`config.mk`:
```
export PLATFORM = sky130hd
export DESIGN_NAME = trap_ctrl
export DESIGN_NICKNAME = d
export VERILOG_FILES = /design/src/rtl/trap_pkg.sv /design/src/rtl/trap_mstatus_upd.sv /design/src/rtl/trap_ctrl.sv
export SDC_FILE = /design/constraint.sdc
export NUM_CORES = 1
export LEC_CHECK = 0
export CORE_UTILIZATION = 45
export DETAILED_ROUTE_END_ITERATION = 8
export PLACE_DENSITY = 0.85
export SYNTH_ARGS = -nofsm -noshare
export SYNTH_HDL_FRONTEND = slang
export SYNTH_HIERARCHICAL = 1
export SYNTH_SLANG_ARGS = --single-unit
```
`constraint.sdc`:
```
create_clock -name clk -period 2.8 [get_ports clk]
set_input_delay 0.56 -clock clk [delete_from_list [all_inputs] [get_ports clk]]
set_output_delay 0.56 -clock clk [all_outputs]
set_load 0.05 [all_outputs]
```
`src/rtl/trap_pkg.sv`:
```
// Shared types and constants for the machine-mode trap sequencer.
package trap_pkg;

    // Sequencer states: ecall path (E_*), mret path (M_*), then the redirect hand-off.
    typedef enum logic [3:0] {
        ST_IDLE    = 4'd0,
        ST_E_MEPC  = 4'd1,
        ST_E_CAUSE = 4'd2,
        ST_E_ST_RD = 4'd3,
        ST_E_ST_WR = 4'd4,
        ST_E_TVEC  = 4'd5,
        ST_M_ST_RD = 4'd6,
        ST_M_ST_WR = 4'd7,
        ST_M_EPC   = 4'd8,
        ST_REDIR   = 4'd9
    } trap_state_t;

    // Machine-mode CSR addresses touched by the sequencer.
    localparam logic [11:0] CSR_MSTATUS = 12'h300;
    localparam logic [11:0] CSR_MTVEC   = 12'h305;
    localparam logic [11:0] CSR_MEPC    = 12'h341;
    localparam logic [11:0] CSR_MCAUSE  = 12'h342;

    // mstatus field positions.
    localparam int MSTATUS_MIE    = 3;
    localparam int MSTATUS_MPIE   = 7;
    localparam int MSTATUS_MPP_LO = 11;
    localparam int MSTATUS_MPP_HI = 12;

endpackage

```
`src/rtl/trap_mstatus_upd.sv`:
```
// Combinational mstatus rewrite for trap entry (ecall) and trap return (mret).
module trap_mstatus_upd
    import trap_pkg::*;
#(
    parameter int XLEN = 32
) (
    input  logic [XLEN-1:0] i_st,
    input  logic            i_is_mret,
    output logic [XLEN-1:0] o_st
);

    // Entry stacks MIE into MPIE and masks interrupts; return restores MIE and re-arms MPIE.
    // Only M-mode exists, so MPP is always forced to 2'b11.
    always_comb begin
        o_st = i_st;
        if (i_is_mret) begin
            o_st[MSTATUS_MIE]  = i_st[MSTATUS_MPIE];
            o_st[MSTATUS_MPIE] = 1'b1;
        end else begin
            o_st[MSTATUS_MPIE] = i_st[MSTATUS_MIE];
            o_st[MSTATUS_MIE]  = 1'b0;
        end
        o_st[MSTATUS_MPP_HI:MSTATUS_MPP_LO] = 2'b11;
    end

endmodule

```
`src/rtl/trap_ctrl.sv`:
```
// Trap sequencer in front of the machine-mode CSR file. Takes ecall/mret from the
// EXU, performs the CSR updates one per cycle, and hands the new PC to the IFU.
// While idle the single CSR port belongs to the EXU's Zicsr traffic.
//
// Handshakes (both valid/ready): a transfer happens on a rising edge where valid and
// ready are both high. The sender holds valid and its payload stable until that edge;
// ready may be asserted independently of valid. in_* is accepted only in IDLE;
// redirect_valid/redirect_pc stay asserted and stable in REDIR until redirect_ready.
module trap_ctrl
    import trap_pkg::*;
#(
    parameter int XLEN        = 32,
    parameter int ECALL_CAUSE = 11
) (
    input  logic            clk,
    input  logic            rst,
    input  logic            in_valid,
    output logic            in_ready,
    input  logic [XLEN-1:0] in_pc,
    input  logic            in_ecall,
    input  logic            in_mret,
    input  logic [11:0]     exu_csr_addr,
    input  logic [XLEN-1:0] exu_csr_wdata,
    input  logic            exu_csr_wen,
    input  logic            exu_csr_ren,
    output logic [XLEN-1:0] exu_csr_rdata,
    output logic [11:0]     csr_addr,
    output logic [XLEN-1:0] w_csr_data,
    output logic            w_csr_en,
    output logic            r_csr_en,
    input  logic [XLEN-1:0] r_csr_data,
    output logic            redirect_valid,
    input  logic            redirect_ready,
    output logic [XLEN-1:0] redirect_pc,
    output logic            busy,
    output logic [3:0]      dbg_state
);

    trap_state_t     r_state;
    logic [XLEN-1:0] r_pc_q;
    logic [XLEN-1:0] r_st_q;
    logic [XLEN-1:0] r_tgt_q;
    logic            r_in_ready;
    logic            r_redirect_valid;
    logic            r_busy;

    logic            w_accept;
    logic            w_is_idle;
    logic            w_st_is_mret;
    logic [XLEN-1:0] w_st_new;
    logic [11:0]     w_fsm_addr;
    logic [XLEN-1:0] w_fsm_wdata;
    logic            w_fsm_wen;
    logic            w_fsm_ren;

    assign w_is_idle    = (r_state == ST_IDLE);
    assign w_accept     = in_valid & r_in_ready;
    assign w_st_is_mret = (r_state == ST_M_ST_WR);

    assign in_ready       = r_in_ready;
    assign redirect_valid = r_redirect_valid;
    assign redirect_pc    = r_tgt_q;
    assign busy           = r_busy;
    assign dbg_state      = r_state;

    // The new mstatus is derived from the latched copy, so the write cycle never depends
    // on r_csr_data combinationally.
    trap_mstatus_upd #(
        .XLEN (XLEN)
    ) u_mstatus_upd (
        .i_st      (r_st_q),
        .i_is_mret (w_st_is_mret),
        .o_st      (w_st_new)
    );

    // Sequencer: state, latched operands and the registered handshake/status outputs.
    always_ff @(posedge clk) begin
        if (rst) begin
            r_state          <= ST_IDLE;
            r_pc_q           <= '0;
            r_st_q           <= '0;
            r_tgt_q          <= '0;
            r_in_ready       <= 1'b1;
            r_redirect_valid <= 1'b0;
            r_busy           <= 1'b0;
        end else begin
            case (r_state)
                ST_IDLE: begin
                    if (w_accept) begin
                        r_pc_q <= in_pc;
                        // ecall wins when both flags are set; anything else is simply consumed.
                        if (in_ecall) begin
                            r_state    <= ST_E_MEPC;
                            r_in_ready <= 1'b0;
                            r_busy     <= 1'b1;
                        end else if (in_mret) begin
                            r_state    <= ST_M_ST_RD;
                            r_in_ready <= 1'b0;
                            r_busy     <= 1'b1;
                        end
                    end
                end
                ST_E_MEPC:  r_state <= ST_E_CAUSE;
                ST_E_CAUSE: r_state <= ST_E_ST_RD;
                ST_E_ST_RD: begin
                    r_st_q  <= r_csr_data;
                    r_state <= ST_E_ST_WR;
                end
                ST_E_ST_WR: r_state <= ST_E_TVEC;
                ST_E_TVEC: begin
                    // Direct mode only: the low mode bits of mtvec are dropped.
                    r_tgt_q          <= r_csr_data & ~XLEN'(3);
                    r_redirect_valid <= 1'b1;
                    r_state          <= ST_REDIR;
                end
                ST_M_ST_RD: begin
                    r_st_q  <= r_csr_data;
                    r_state <= ST_M_ST_WR;
                end
                ST_M_ST_WR: r_state <= ST_M_EPC;
                ST_M_EPC: begin
                    r_tgt_q          <= r_csr_data;
                    r_redirect_valid <= 1'b1;
                    r_state          <= ST_REDIR;
                end
                ST_REDIR: begin
                    // Going back to IDLE here means the earliest new accept is the next cycle.
                    if (redirect_ready) begin
                        r_redirect_valid <= 1'b0;
                        r_in_ready       <= 1'b1;
                        r_busy           <= 1'b0;
                        r_state          <= ST_IDLE;
                    end
                end
                default: begin
                    r_redirect_valid <= 1'b0;
                    r_in_ready       <= 1'b1;
                    r_busy           <= 1'b0;
                    r_state          <= ST_IDLE;
                end
            endcase
        end
    end

    // CSR operation the sequencer issues in its current state (one access per cycle).
    always_comb begin
        w_fsm_addr  = '0;
        w_fsm_wdata = '0;
        w_fsm_wen   = 1'b0;
        w_fsm_ren   = 1'b0;
        case (r_state)
            ST_E_MEPC: begin
                w_fsm_addr  = CSR_MEPC;
                w_fsm_wdata = r_pc_q;
                w_fsm_wen   = 1'b1;
            end
            ST_E_CAUSE: begin
                w_fsm_addr  = CSR_MCAUSE;
                w_fsm_wdata = XLEN'(ECALL_CAUSE);
                w_fsm_wen   = 1'b1;
            end
            ST_E_ST_RD, ST_M_ST_RD: begin
                w_fsm_addr = CSR_MSTATUS;
                w_fsm_ren  = 1'b1;
            end
            ST_E_ST_WR, ST_M_ST_WR: begin
                w_fsm_addr  = CSR_MSTATUS;
                w_fsm_wdata = w_st_new;
                w_fsm_wen   = 1'b1;
            end
            ST_E_TVEC: begin
                w_fsm_addr = CSR_MTVEC;
                w_fsm_ren  = 1'b1;
            end
            ST_M_EPC: begin
                w_fsm_addr = CSR_MEPC;
                w_fsm_ren  = 1'b1;
            end
            default: ;
        endcase
    end

    // CSR port ownership: EXU when idle, sequencer otherwise (EXU writes dropped, reads return 0).
    always_comb begin
        if (w_is_idle) begin
            csr_addr      = exu_csr_addr;
            w_csr_data    = exu_csr_wdata;
            w_csr_en      = exu_csr_wen;
            r_csr_en      = exu_csr_ren;
            exu_csr_rdata = r_csr_data;
        end else begin
            csr_addr      = w_fsm_addr;
            w_csr_data    = w_fsm_wdata;
            w_csr_en      = w_fsm_wen;
            r_csr_en      = w_fsm_ren;
            exu_csr_rdata = '0;
        end
    end

    // The EXU must not touch the CSR port while a trap sequence is running.
    a_exu_quiet_when_busy: assert property (
        @(posedge clk) disable iff (rst)
        (r_state != ST_IDLE) |-> !(exu_csr_wen || exu_csr_ren)
    );

endmodule

```
# After elaboration in Yosys (flattened, before gate mapping)
# Cells that the tools add are included.
[totals] inputBits=116 out_inout_bits=117 register_bits=103 elab_cells=65
[op_classes] n_bitwise=3 n_eq_ne=12 n_reduce_logical=15 mux=28
[ops] op="$pmux W32 S3" count=1
[ops] op="$mux W32" count=2
[ops] op="$pmux W32 S2" count=1
[ops] op="$pmux W10 S4" count=1
[ops] op="$pmux W4 S9" count=1
[ops] op="$eq A4 B3 Y1 const B" count=4
[ops] op="$mux W4" count=4
[ops] op="$mux W1" count=14
[ops] op="$mux W12" count=1
[ops] op="$reduce_or A4 Y1" count=3
[ops] op="$pmux W1 S3" count=3
[ops] op="$eq A4 B2 Y1 const B" count=2
[ops] op="$eq A4 B4 Y1 const B" count=2
[ops] op="$reduce_or A2 Y1" count=4
[ops] op="$reduce_or A8 Y1" count=1
[ops] op="$reduce_or A7 Y1" count=1
[ops] op="$eq A4 B1 Y1 const B" count=1
[ops] op="$logic_not A4 Y1" count=1
[ops] op="$ne A2 B2 Y1 const B" count=2
[ops] op="$reduce_and A2 Y1" count=2
[ops] op="$reduce_and A4 Y1" count=1
[ops] op="$ne A3 B3 Y1 const B" count=1
[ops] op="$reduce_and A3 Y1" count=1
[ops] op="$not A1 Y1" count=2
[ops] op="2 further kinds" count=2

# Longest topological paths before layout
# Gate-level depths: netlist of the first run.
[depth] word_depth=4 ltp_mapped=7 mapped_depth_nobuf=5

# Hierarchy
# The synthesis of the first run kept the hierarchy.
[modules_own_cells] mod="trap_ctrl" seq_area_each_um2=2062.0 area_each_um2=5166.2 n_inst=1 cells_per_inst=668
[modules_own_cells] mod="trap_mstatus_upd" seq_area_each_um2=0.0 area_each_um2=242.7 n_inst=1 cells_per_inst=33

# Least setup slack after synthesis of the first run
# Ideal clock, no wire load.
[synth_path] path_type="reg2out" from="register r_state[1] (netlist: dbg_state[1])" to="output csr_addr[1]" n_path_buf=3 stages_incl_launch_ff=6 required_ps=2240 slack_ps=-559 t_arrival_ps=2799 path_cell_list="dfxtp_1 -> buf_2 -> buf_2 -> buf_2 -> nor2_1 -> nor4_1"
[synth_via] elab_chain_len=4 word_cells_on_any_way=13 classes_between="eq/ne (8); mux (2); reduce/logical (3)"
[synth_rtl] item="start: declaration" line="trap_ctrl.sv:39" source="trap_state_t r_state;"
[synth_rtl] item="start signal: assignment" line="trap_ctrl.sv:79" source="r_state <= ST_IDLE;"
[synth_rtl] item="start signal: assignment" line="trap_ctrl.sv:93" source="r_state <= ST_E_MEPC;"
[synth_rtl] item="start signal: assignment" line="trap_ctrl.sv:97" source="r_state <= ST_M_ST_RD;"
[synth_rtl] item="$eq A4 B2 Y1, or another cell as far along" line="trap_ctrl.sv:151" source="case (r_state)"
[synth_rtl] item="$reduce_or A4 Y1 (no source line) or $reduce_or A2 Y1 (tied branches)"
[synth_rtl] item="$pmux W10 S4" line="trap_ctrl.sv:151"
[synth_rtl] item="$mux W12 (*)" line="trap_ctrl.sv:185" source="if (w_is_idle) begin"
[synth_rtl] item="end: declaration" line="trap_ctrl.sv:27" source="output logic [11:0] csr_addr,"
# Mark *: on every way between the ends. The rest lies on a longest branch, timed or not.

# Worst setup path after layout of the first run
[layout_path] from="register r_state[0] (netlist: dbg_state[0])" to="output csr_addr[6]"
# The elaborated chain is that of the path after synthesis.

==> reports/metrics.yaml, run 1 <==
status: "completed"
clkLatencyLatePin_ps: 360
comb_power_share_pct: 70.8
end_kind: "primary output"
drc: 0
holdPathEnd: "redirect_pc[22]$_SDFFE_PP0P_"
cts_hold_buf: 0
grt_util_met2_pct: 49.9
timing.fmax_mhz: 381
maxSlewHeadroom_pct: 38.8
hp-start: "redirect_pc[22]$_SDFFE_PP0P_"
dp_hpwl_um: 13500
r2r-start: "dbg_state[0]$_SDFFE_PP0P_"
hp-class: "reg2reg"
dpl_worst_slack_ps: 404
p_int_mw: 5.42
h-tree-depth: 3
clkSinkCount: 101
met1_usage_pct: 37.2
wl_um: 18400
initial_core_util_pct: 46.6
rsz0062_at_grt: "false"
grtUsageMet3_pct: 8.26
cp.required_ps: 2240
postRouteAntennaNets: 0
critPathLaunchType: "register"
p_seq_share_pct: 17.8
rrSetupSlack_ps: 590
postCtsSetupBuffers: 0
die-area_um2: 12300
finClkSkew_ps: 13.2
netlist_instances: 693
crit_chain: "buf_4, buf_4, or4_1, and4b_1, buf_4"
r2r_end: "redirect_pc[20]$_SDFFE_PP0P_"
vdd.ir_drop.worst_mv: 0.859
cap_violations: 0
grt.overflow.total: 0
area_growth_pct: 60.8
fin_tns_setup_ps: 0
slew_viol_final: 0
cp_max_fo: 16
swShare_pct: 49.3
die_w_um: 111
layout_min_cycle_time_ps: 2630
p_leak_nw: 3.21
crit_arrival_ps: 2070
ys_warn_count: 6
fp-row-count: 39
critical-path-slowest-cell: "or4_1"
grt_util_all_layers_pct: 29.6
grt_max_degree: 63
via_count: 5792
io-pin-count: 233
period_share_pct: 93.8
worst-setup-path-type: "reg2out"
drt_iter0_markers: 488
grt_pass1_wl_um: 29200
powerDensity_nw_per_um2: 1250
max_stage_delay_ps: 510
worst_slack_ps: 172
fp.dieH_um: 111
tightest_slew_ps: 915
clockPowerShare_pct: 11.3
cts_root_buf: "clkbuf_16"
busiest_layer: "met2"
fin_cells: 1003
hold_viol: 0
routed_via_density: 5.77
nets: 971
p_switching_mw: 5.27
path_clk_slew_ps: 70
gp_congestion: 0.912
antenna_found_initial: 0
dp.cells: 987
first_pass_iters: 6
grt_pass1_vias: 5662
ff2ff_path_depth: 6
avgSynthCellArea_um2: 7.70
setup_viol: 0
wl_per_cell_um: 18.3
cts_max_path_buffers: 2
synthesis.area_um2: 5340
min_path_cells: 2
diodes: 0
crit_top_cell: "buf_4"
core-area_um2: 11500
cts_buffers: 9
drive_above_1_share_pct: 15.9
io_buffers: 232
cts_tree: "built"
critical path: cells and delay by family (launching register included):
kind / cells / cell delay, ps
buffers and inverters: 3 / 570
and+or+nand+nor: 2 / 720
DFF: 1 / 430
area by class of cell:
type                    instances  area [um^2]
clock buffers                   9          225
inverters                       5         18.8
repair buffers                253         3260
clock inverters                 7         57.6
flip-flops and latches        101         2030
multi-input cells             485         2820
fillers                       816         2880
well taps                     143          179
power groups by stage:
stage          logic (mW)  registers [mW]  clock network [mW]
2_1_floorplan        4.08            2.04                   0
3_3_place_gp         7.45            1.91                   0
3_5_place_dp         7.57            1.91                   0
4_1_cts              7.58            1.89                1.22
5_1_grt              7.88            1.93                1.30
6_report             7.57            1.91                1.21
worst max path at each step:
stage | from | end | slack (ps) | depth (start not counted)
6_report | dbg_state[0]$_SDFFE_PP0P_ | csr_addr[6] | 170 | 5
3_3_place_gp | dbg_state[2]$_SDFFE_PP0P_ | w_csr_en | 420 | 5
4_1_cts | dbg_state[0]$_SDFFE_PP0P_ | r_csr_en | 30 | 6
3_5_place_dp | dbg_state[2]$_SDFFE_PP0P_ | w_csr_en | 400 | 5
5_1_grt | dbg_state[0]$_SDFFE_PP0P_ | csr_addr[6] | 120 | 5
2_1_floorplan | dbg_state[1]$_SDFFE_PP0P_ | w_csr_data[0] | 2 | 6
registers in the layout, summed over array words and instances (netlist names):
register / count
redirect_pc: 32
r_st_q: 30
busy: 1
dbg_state: 4
in_ready: 1
r_pc_q: 32
redirect_valid: 1
layout by cell type (no fill, tap or decap), types with 3 or more instances in the layout:
cell	count
clkbuf_16	9
mux2i_1	30
clkdlybuf4s50_1	153
buf_4	21
nand2_1	93
o21ai_0	67
and2_1	39
o21a_1	3
a2bb2oi_1	3
a21oi_1	67
dfxtp_1	97
a22oi_1	29
inv_1	4
buf_12	78
o211a_1	3
o31ai_2	3
dfxtp_2	4
nor2_1	8
nand3_1	94
routing by layer:
| metal | routed length (um) | up-vias |
|---|---|---|
| met5 | 0 | - |
| li1 | - | 2717 |
| met1 | 7590 | 2773 |
| met3 | 1600 | 22 |
| met2 | 8930 | 280 |
| met4 | 259 | 0 |
repair_timing:
action / in CTS / in global routing
endpoints found under the hold margin: 0 / 0
endpoints found under the setup margin: 1 / 45
gates resized for setup: 1 / 4
metrics by stage:
step                util, %  power [mW]  instance area (um^2)  hold slack (ps)
floorplan                 -        6.13                  5370              448
global placement       72.3        9.36                  8290              443
detailed placement     72.3        9.48                  8290              449
CTS                    74.7        10.7                  8570              462
global route           74.9        11.1                  8580              477
finish                 74.9        10.7                  8580              458
(Power assumes the default switching activity.)
==> run 2, diff against run 1 <==
--- a/config.mk
+++ b/config.mk
@@ -7,6 +7,7 @@
 export LEC_CHECK = 0
 export CORE_UTILIZATION = 45
 export DETAILED_ROUTE_END_ITERATION = 8
+export GPL_TIMING_DRIVEN = 1
 export PLACE_DENSITY = 0.85
 export SYNTH_ARGS = -nofsm -noshare
 export SYNTH_HDL_FRONTEND = slang
==> results of run 2 <==
The final DEF is identical to that of run 1; final timing and power are the same.
==> run 3, diff against run 2 <==
--- a/config.mk
+++ b/config.mk
@@ -9,6 +9,7 @@
 export DETAILED_ROUTE_END_ITERATION = 8
 export GPL_TIMING_DRIVEN = 1
 export PLACE_DENSITY = 0.85
+export SLEW_MARGIN = 10
 export SYNTH_ARGS = -nofsm -noshare
 export SYNTH_HDL_FRONTEND = slang
 export SYNTH_HIERARCHICAL = 1
==> results of run 3 <==
The final DEF is identical to that of run 1; final timing and power are the same.
